File: config.mk
export PLATFORM = sky130hd
export DESIGN_NAME = sim_run_ctrl
export DESIGN_NICKNAME = d
export VERILOG_FILES = /design/src/rtl/sim_pkg.sv /design/src/rtl/sim_run_ctrl_trace_ring.sv /design/src/rtl/sim_run_ctrl.sv
export SDC_FILE = /design/constraint.sdc
export NUM_CORES = 1
export LEC_CHECK = 0
export CAP_MARGIN = 10
export CORE_ASPECT_RATIO = 2
export CORE_MARGIN = 2
export CORE_UTILIZATION = 45
export CTS_CLUSTER_SIZE = 24
export DETAILED_ROUTE_END_ITERATION = 8
export DONT_BUFFER_PORTS = 1
export GPL_TIMING_DRIVEN = 0
export SKIP_LAST_GASP = 1
export SYNTH_ARGS = -nofsm -noshare
export SYNTH_HDL_FRONTEND = slang
export SYNTH_SLANG_ARGS = --single-unit
File: constraint.sdc
create_clock -name clk -period 11.84 [get_ports clk]
set_input_delay 0 -clock clk [delete_from_list [all_inputs] [get_ports clk]]
set_output_delay 0 -clock clk [all_outputs]
set_load 0.02 [all_outputs]
File: src/rtl/sim_pkg.sv
// Purpose: shared encodings for the run controller and its trace ring.
// Latency: n/a (types and constants only).
// Backpressure: n/a.
package sim_pkg;

    typedef enum logic [1:0] {
        S_IDLE = 2'b00,
        S_HOLD = 2'b01,
        S_RUN  = 2'b10,
        S_DONE = 2'b11
    } run_state_t;

    typedef enum logic [1:0] {
        ST_NONE    = 2'b00,
        ST_HALT    = 2'b01,
        ST_TIMEOUT = 2'b10,
        ST_LOOP    = 2'b11
    } status_t;

    localparam logic [31:0] NOP_INST = 32'h0000_0013;

endpackage

File: src/rtl/sim_run_ctrl_trace_ring.sv
// Purpose: circular FIFO that keeps the newest DEPTH records, overwriting the oldest when full.
// Latency: push visible at head one cycle later; head data is a combinational read.
// Backpressure: never stalls the writer; a full push drops the oldest entry and sets ovf.
module trace_ring #(
    parameter int unsigned WIDTH = 64,
    parameter int unsigned DEPTH = 8
) (
    input  logic             core_clk,
    input  logic             arst_n,
    input  logic             clr,
    input  logic             push_vld,
    input  logic [WIDTH-1:0] push_dat,
    input  logic             pop_rdy,
    output logic             head_vld,
    output logic [WIDTH-1:0] head_dat,
    output logic             ovf
);
    localparam int unsigned PTR_W = $clog2(DEPTH);
    localparam int unsigned OCC_W = PTR_W + 1;

    logic [WIDTH-1:0] mem [DEPTH];
    logic [PTR_W-1:0] wr_ptr;
    logic [PTR_W-1:0] rd_ptr;
    logic [OCC_W-1:0] occ;
    logic [OCC_W-1:0] occ_nxt;
    logic             do_pop;
    logic             full;
    logic             overwrite;

    always_comb begin
        do_pop    = pop_rdy && (occ != '0);
        full      = (occ == OCC_W'(DEPTH));
        overwrite = push_vld && full && !do_pop;
        occ_nxt   = occ;
        if (push_vld && !do_pop && !full) begin
            occ_nxt = occ + OCC_W'(1);
        end else if (do_pop && !push_vld) begin
            occ_nxt = occ - OCC_W'(1);
        end
    end

    always_ff @(posedge core_clk or negedge arst_n) begin
        if (!arst_n) begin
            wr_ptr   <= '0;
            rd_ptr   <= '0;
            occ      <= '0;
            head_vld <= 1'b0;
            ovf      <= 1'b0;
        end else if (clr) begin
            wr_ptr   <= '0;
            rd_ptr   <= '0;
            occ      <= '0;
            head_vld <= 1'b0;
            ovf      <= 1'b0;
        end else begin
            if (push_vld) begin
                wr_ptr <= wr_ptr + PTR_W'(1);
            end
            // An overwrite retires the oldest entry exactly like a pop would.
            if (do_pop || overwrite) begin
                rd_ptr <= rd_ptr + PTR_W'(1);
            end
            if (overwrite) begin
                ovf <= 1'b1;
            end
            occ      <= occ_nxt;
            head_vld <= (occ_nxt != '0);
        end
    end

    always_ff @(posedge core_clk) begin
        if (push_vld && !clr) begin
            mem[wr_ptr] <= push_dat;
        end
    end

    assign head_dat = mem[rd_ptr];

endmodule

File: src/rtl/sim_run_ctrl.sv
// Purpose: sequences the core reset, bounds a run (halt/loop/timeout), counts and traces retirements.
// Latency: control and counters registered one cycle after the event; trace_pc/trace_inst are combinational.
// Backpressure: none on writeback; the trace ring overwrites its oldest entry when full.
module sim_run_ctrl
    import sim_pkg::*;
#(
    parameter int unsigned XLEN        = 32,
    parameter int unsigned RST_HOLD    = 2,
    parameter int unsigned TIMEOUT     = 50,
    parameter int unsigned LOOP_LIMIT  = 16,
    parameter int unsigned TRACE_DEPTH = 8,
    parameter int unsigned CNT_W       = 32
) (
    input  logic             clk,
    input  logic             rst,
    input  logic             start,
    output logic             cpu_rst,
    input  logic             halt,
    input  logic             wb_valid,
    input  logic [XLEN-1:0]  wb_pc,
    input  logic [XLEN-1:0]  wb_inst,
    input  logic             trace_rd,
    output logic             trace_valid,
    output logic [XLEN-1:0]  trace_pc,
    output logic [XLEN-1:0]  trace_inst,
    output logic             trace_ovf,
    output logic             running,
    output logic             done,
    output logic [1:0]       status,
    output logic [CNT_W-1:0] cycle_count,
    output logic [CNT_W-1:0] retire_count
);
    localparam int unsigned HOLD_W = $clog2(RST_HOLD + 1);
    localparam int unsigned LEN_W  = $clog2(LOOP_LIMIT + 1);

    run_state_t       state;
    status_t          status_q;
    status_t          term;
    logic [HOLD_W-1:0] hold_cnt;
    logic [XLEN-1:0]  last_pc;
    logic [LEN_W-1:0] run_len;
    logic [LEN_W-1:0] len_nxt;
    logic             tracked;
    logic             in_run;
    logic             retire;
    logic             loop_hit;
    logic             timeout_hit;
    logic             accept_start;

    always_comb begin
        in_run       = (state == S_RUN);
        retire       = in_run && wb_valid;
        accept_start = start && ((state == S_IDLE) || (state == S_DONE));
        // tracked forces the first retirement of a run to restart the length at 1.
        if (tracked && (wb_pc == last_pc)) begin
            len_nxt = (run_len == LEN_W'(LOOP_LIMIT)) ? run_len : run_len + LEN_W'(1);
        end else begin
            len_nxt = LEN_W'(1);
        end
        loop_hit    = retire && (len_nxt == LEN_W'(LOOP_LIMIT));
        timeout_hit = in_run && (cycle_count == CNT_W'(TIMEOUT - 1));
        term        = ST_NONE;
        if (in_run && halt) begin
            term = ST_HALT;
        end else if (loop_hit) begin
            term = ST_LOOP;
        end else if (timeout_hit) begin
            term = ST_TIMEOUT;
        end
    end

    always_ff @(posedge clk or negedge rst) begin
        if (!rst) begin
            state        <= S_IDLE;
            cpu_rst      <= 1'b1;
            running      <= 1'b0;
            done         <= 1'b0;
            status_q     <= ST_NONE;
            cycle_count  <= '0;
            retire_count <= '0;
            hold_cnt     <= '0;
            last_pc      <= '0;
            run_len      <= '0;
            tracked      <= 1'b0;
        end else begin
            case (state)
                S_IDLE, S_DONE: begin
                    if (accept_start) begin
                        state        <= S_HOLD;
                        cpu_rst      <= 1'b1;
                        done         <= 1'b0;
                        status_q     <= ST_NONE;
                        cycle_count  <= '0;
                        retire_count <= '0;
                        hold_cnt     <= '0;
                        last_pc      <= '0;
                        run_len      <= '0;
                        tracked      <= 1'b0;
                    end
                end
                S_HOLD: begin
                    if (hold_cnt == HOLD_W'(RST_HOLD - 1)) begin
                        state   <= S_RUN;
                        cpu_rst <= 1'b0;
                        running <= 1'b1;
                    end else begin
                        hold_cnt <= hold_cnt + HOLD_W'(1);
                    end
                end
                S_RUN: begin
                    if (cycle_count != '1) begin
                        cycle_count <= cycle_count + CNT_W'(1);
                    end
                    if (wb_valid) begin
                        if (retire_count != '1) begin
                            retire_count <= retire_count + CNT_W'(1);
                        end
                        last_pc <= wb_pc;
                        run_len <= len_nxt;
                        tracked <= 1'b1;
                    end
                    if (term != ST_NONE) begin
                        state    <= S_DONE;
                        running  <= 1'b0;
                        done     <= 1'b1;
                        status_q <= term;
                    end
                end
                default: state <= S_IDLE;
            endcase
        end
    end

    assign status = status_q;

    trace_ring #(
        .WIDTH (2 * XLEN),
        .DEPTH (TRACE_DEPTH)
    ) u_trace_ring (
        .core_clk (clk),
        .arst_n   (rst),
        .clr      (accept_start),
        .push_vld (retire),
        .push_dat ({wb_pc, wb_inst}),
        .pop_rdy  (trace_rd),
        .head_vld (trace_valid),
        .head_dat ({trace_pc, trace_inst}),
        .ovf      (trace_ovf)
    );

endmodule

==> impl_metrics.json <==
{
  "status": "finished clean",
  "synth_flop_cell": "edfxtp_1",
  "wl_met3_um": 3830,
  "htreeDepth": 2,
  "numCtsBuffers": 53,
  "num_io_pins": 205,
  "synthMuxAreaShare_pct": 14.3,
  "ant_nets": 0,
  "tns_ns": 0,
  "synth_async_sr_flop_share_pct": 19.4,
  "place.gp.congestion": 0.864,
  "syn_area_mm2": 0.0257,
  "synth_compound_area_share_pct": 3.29,
  "postCtsSetupBuffers": 0,
  "coreArea_mm2": 0.0568,
  "hold_viol_final": 0,
  "start_util_pct": 45.3,
  "seq_area_frac_synth_pct": 71.8,
  "tightest_slew_ns": 1.09,
  "die-width_um": 173,
  "wl_met2_um": 28900,
  "grt_pass1_wl_um": 88700,
  "finalPower_mw": 6.24,
  "cts_resized": 0,
  "yosysTopAreaCellShare_pct": 59.8,
  "ys_ff_latch": 635,
  "startpoint_type": "flop",
  "maxCapViolations": 0,
  "clock_latency_ns": 0.62,
  "synth_most_common_cell": "edfxtp_1",
  "final_max_slew_viol_count": 0,
  "hold_ws_ns": 0.0279,
  "yosysWarnings": 0,
  "syn2layout_area_growth_pct": 15.9,
  "cts_root_buffer": "clkbuf_16",
  "synth_fp_nets": 1500,
  "yosys-top-cells-count": "edfxtp_1, mux4_2, dfrtp_1",
  "synth_cells": 1417,
  "utilization_pct": 52.5,
  "ctsHoldBuffers": 71,
  "worstSetupPathType": "flop to flop",
  "synth_top_family_by_area": "multiplexers",
  "drt-met1-wl_um": 23200,
  "clock-sinks": 635,
  "post-route-drc-count": 0,
  "via_per_inst": 5.67,
  "drtPass1Iterations": 5,
  "synth_top_area_cell": "edfxtp_1",
  "arrival_ns": 3.90,
  "synthDistinctLibCells": 60,
  "grt_pass1_vias": 14300,
  "layout.nets": 1655,
  "ir_drop_mv": 0.150,
  "overflow": 0,
  "cp-end-kind": "flop",
  "num_rows": 124,
  "avgRoutedWirePerCell_um": 24.1,
  "antenna_found_initial": 3,
  "slew-limit-headroom_pct": 27.3,
  "clock_skew_ns": 0.0203,
  "grt.total_usage_pct": 19.6,
  "drtIter0Drc": 1056,
  "ys_top_cells_by_area": "edfxtp_1, dfrtp_1, mux4_2, mux2_2, xor2_1",
  "finalSetupViolCount": 0,
  "synth.avg_cell_area_um2": 18.1,
  "worstPathMaxFanout": 10,
  "synthAdderAreaFrac_pct": 0.633,
  "period_needed_ns": 3.58,
  "vias": 13500,
  "cts_tree": "yes",
  "wl_um": 57300,
  "drive_above_1_share_pct": 20.9,
  "dpl.hpwl_um": 38000,
  "synth_edf_count": 512,
  "power_leakage_nw": 9.95,
  "rsz0062_at_grt": "no",
  "clk_path_buf_depth": 3,
  "yosys.area_share.simple_pct": 6.05,
  "top_layer_used": "met5",
  "crit_required_ns": 12.15,
  "port-buffer-count": 0,
  "max_freq_mhz": 279,
  "grt_max_degree": 124,
  "path_clk_slew_ns": 0.07,
  "synthXorXnorAreaFrac_pct": 2.79,
  "die_area_mm2": 0.0592,
  "fin_crit_sh_pct": 30.2,
  "fp.dieH_um": 342,
  "min_path_type": "input port to flop",
  "powerDensity_mw_per_mm2": 209
}
## final timing paths
check,startpoint,to,slack (ns),cells past startpoint
setup / recovery,state[0]$_DFFE_PN0P_,u_trace_ring.mem[0][13]$_DFFE_PP_,8.26,10
hold / removal,wb_pc[13],run_len[0]$_DFFE_PN0P_,0.03,6
setup reg to reg,state[0]$_DFFE_PN0P_,u_trace_ring.mem[0][13]$_DFFE_PP_,8.26,10
hold reg to reg,tracked$_DFFE_PN0P_,tracked$_DFFE_PN0P_,0.48,1
max in group asynchronous,rst,retire_count[23]$_DFFE_PN0P_,11.29,2
min in group asynchronous,rst,u_trace_ring.wr_ptr[1]$_DFFE_PN0P_,0.09,2
## report_power, final
| part | internal [mW] | switching, mW | total [mW] |
|---|---|---|---|
| clock | 1.05 | 0.812 | 1.86 |
| combinational | 0.696 | 1.02 | 1.72 |
| sequential | 2.55 | 0.107 | 2.66 |
## routing by layer
layer | GRT usage [%] | up-vias
met5 | 0 | -
met4 | 5.21 | 2
met3 | 4.44 | 84
met2 | 33.8 | 391
met1 | 25.3 | 7008
li1 | - | 5979
## cells in the final DEF (no fill, tap or decap), drive strengths merged, types with 7 or more instances in the layout
master       instances
a21oi               28
a22o                36
and3                17
and4                10
buf                 48
bufinv               9
clkbuf             101
clkinv              18
clkinvlp             8
dfrtp              122
dlygate4sd3         70
edfxtp             512
ha                  13
inv                 23
mux2                64
mux4               128
nand2               46
nand2b               7
nand3               35
nand4               29
nor2                79
nor3                11
nor4                12
o21ai               28
or3                 16
xnor2               38
xor2                44
## state kept, by name (all words and copies together), names as in the netlist
register,cells
cpu_rst,1
cycle_count,32
done,1
hold_cnt,2
last_pc,32
retire_count,32
run_len,5
running,1
state,2
status,2
tracked,1
u_trace_ring.head_vld,1
u_trace_ring.mem,512
u_trace_ring.occ,4
u_trace_ring.ovf,1
u_trace_ring.rd_ptr,3
u_trace_ring.wr_ptr,3
## critical path, cell delays in order, from the launching register on
cell	delay, ns
dfrtp_1	0.41
inv_1	0.09
ha_1	0.32
clkbuf_1	0.44
nand2_1	0.33
or3_1	0.54
nor3_2	0.43
buf_6	0.22
buf_6	0.15
buf_6	0.17
buf_6	0.18
## cell families after synthesis
family,count (synthesis)
DFF,635
and+or+nand+nor,290
muxes,198
AOI/OAI and AO/OA,121
xor gates and xnor gates,82
buffers and inverters,78
adders and majority gates,13
## area by class of cell
cell class / count / area [µm²]
inverters: 20 / 75.1
plain buffers: 58 / 234
multi-input cells: 704 / 7000
repair buffers: 100 / 1210
flip-flops and latches: 635 / 18500
clock buffers: 61 / 1400
diodes: 2 / 5.00
fillers: 4597 / 27000
clock inverters: 38 / 462
well taps: 756 / 946
## through the flow
stage,area [µm²],cells,setup slack (ns)
after floorplan,25700,1417,5.42
after global placement,26700,2173,0.519
after detailed placement,27200,2202,8.25
after CTS,29800,2372,8.24
after global routing,29800,2373,8.07
final,29800,2374,8.26
Note: power is estimated with default switching activity, not from simulation.
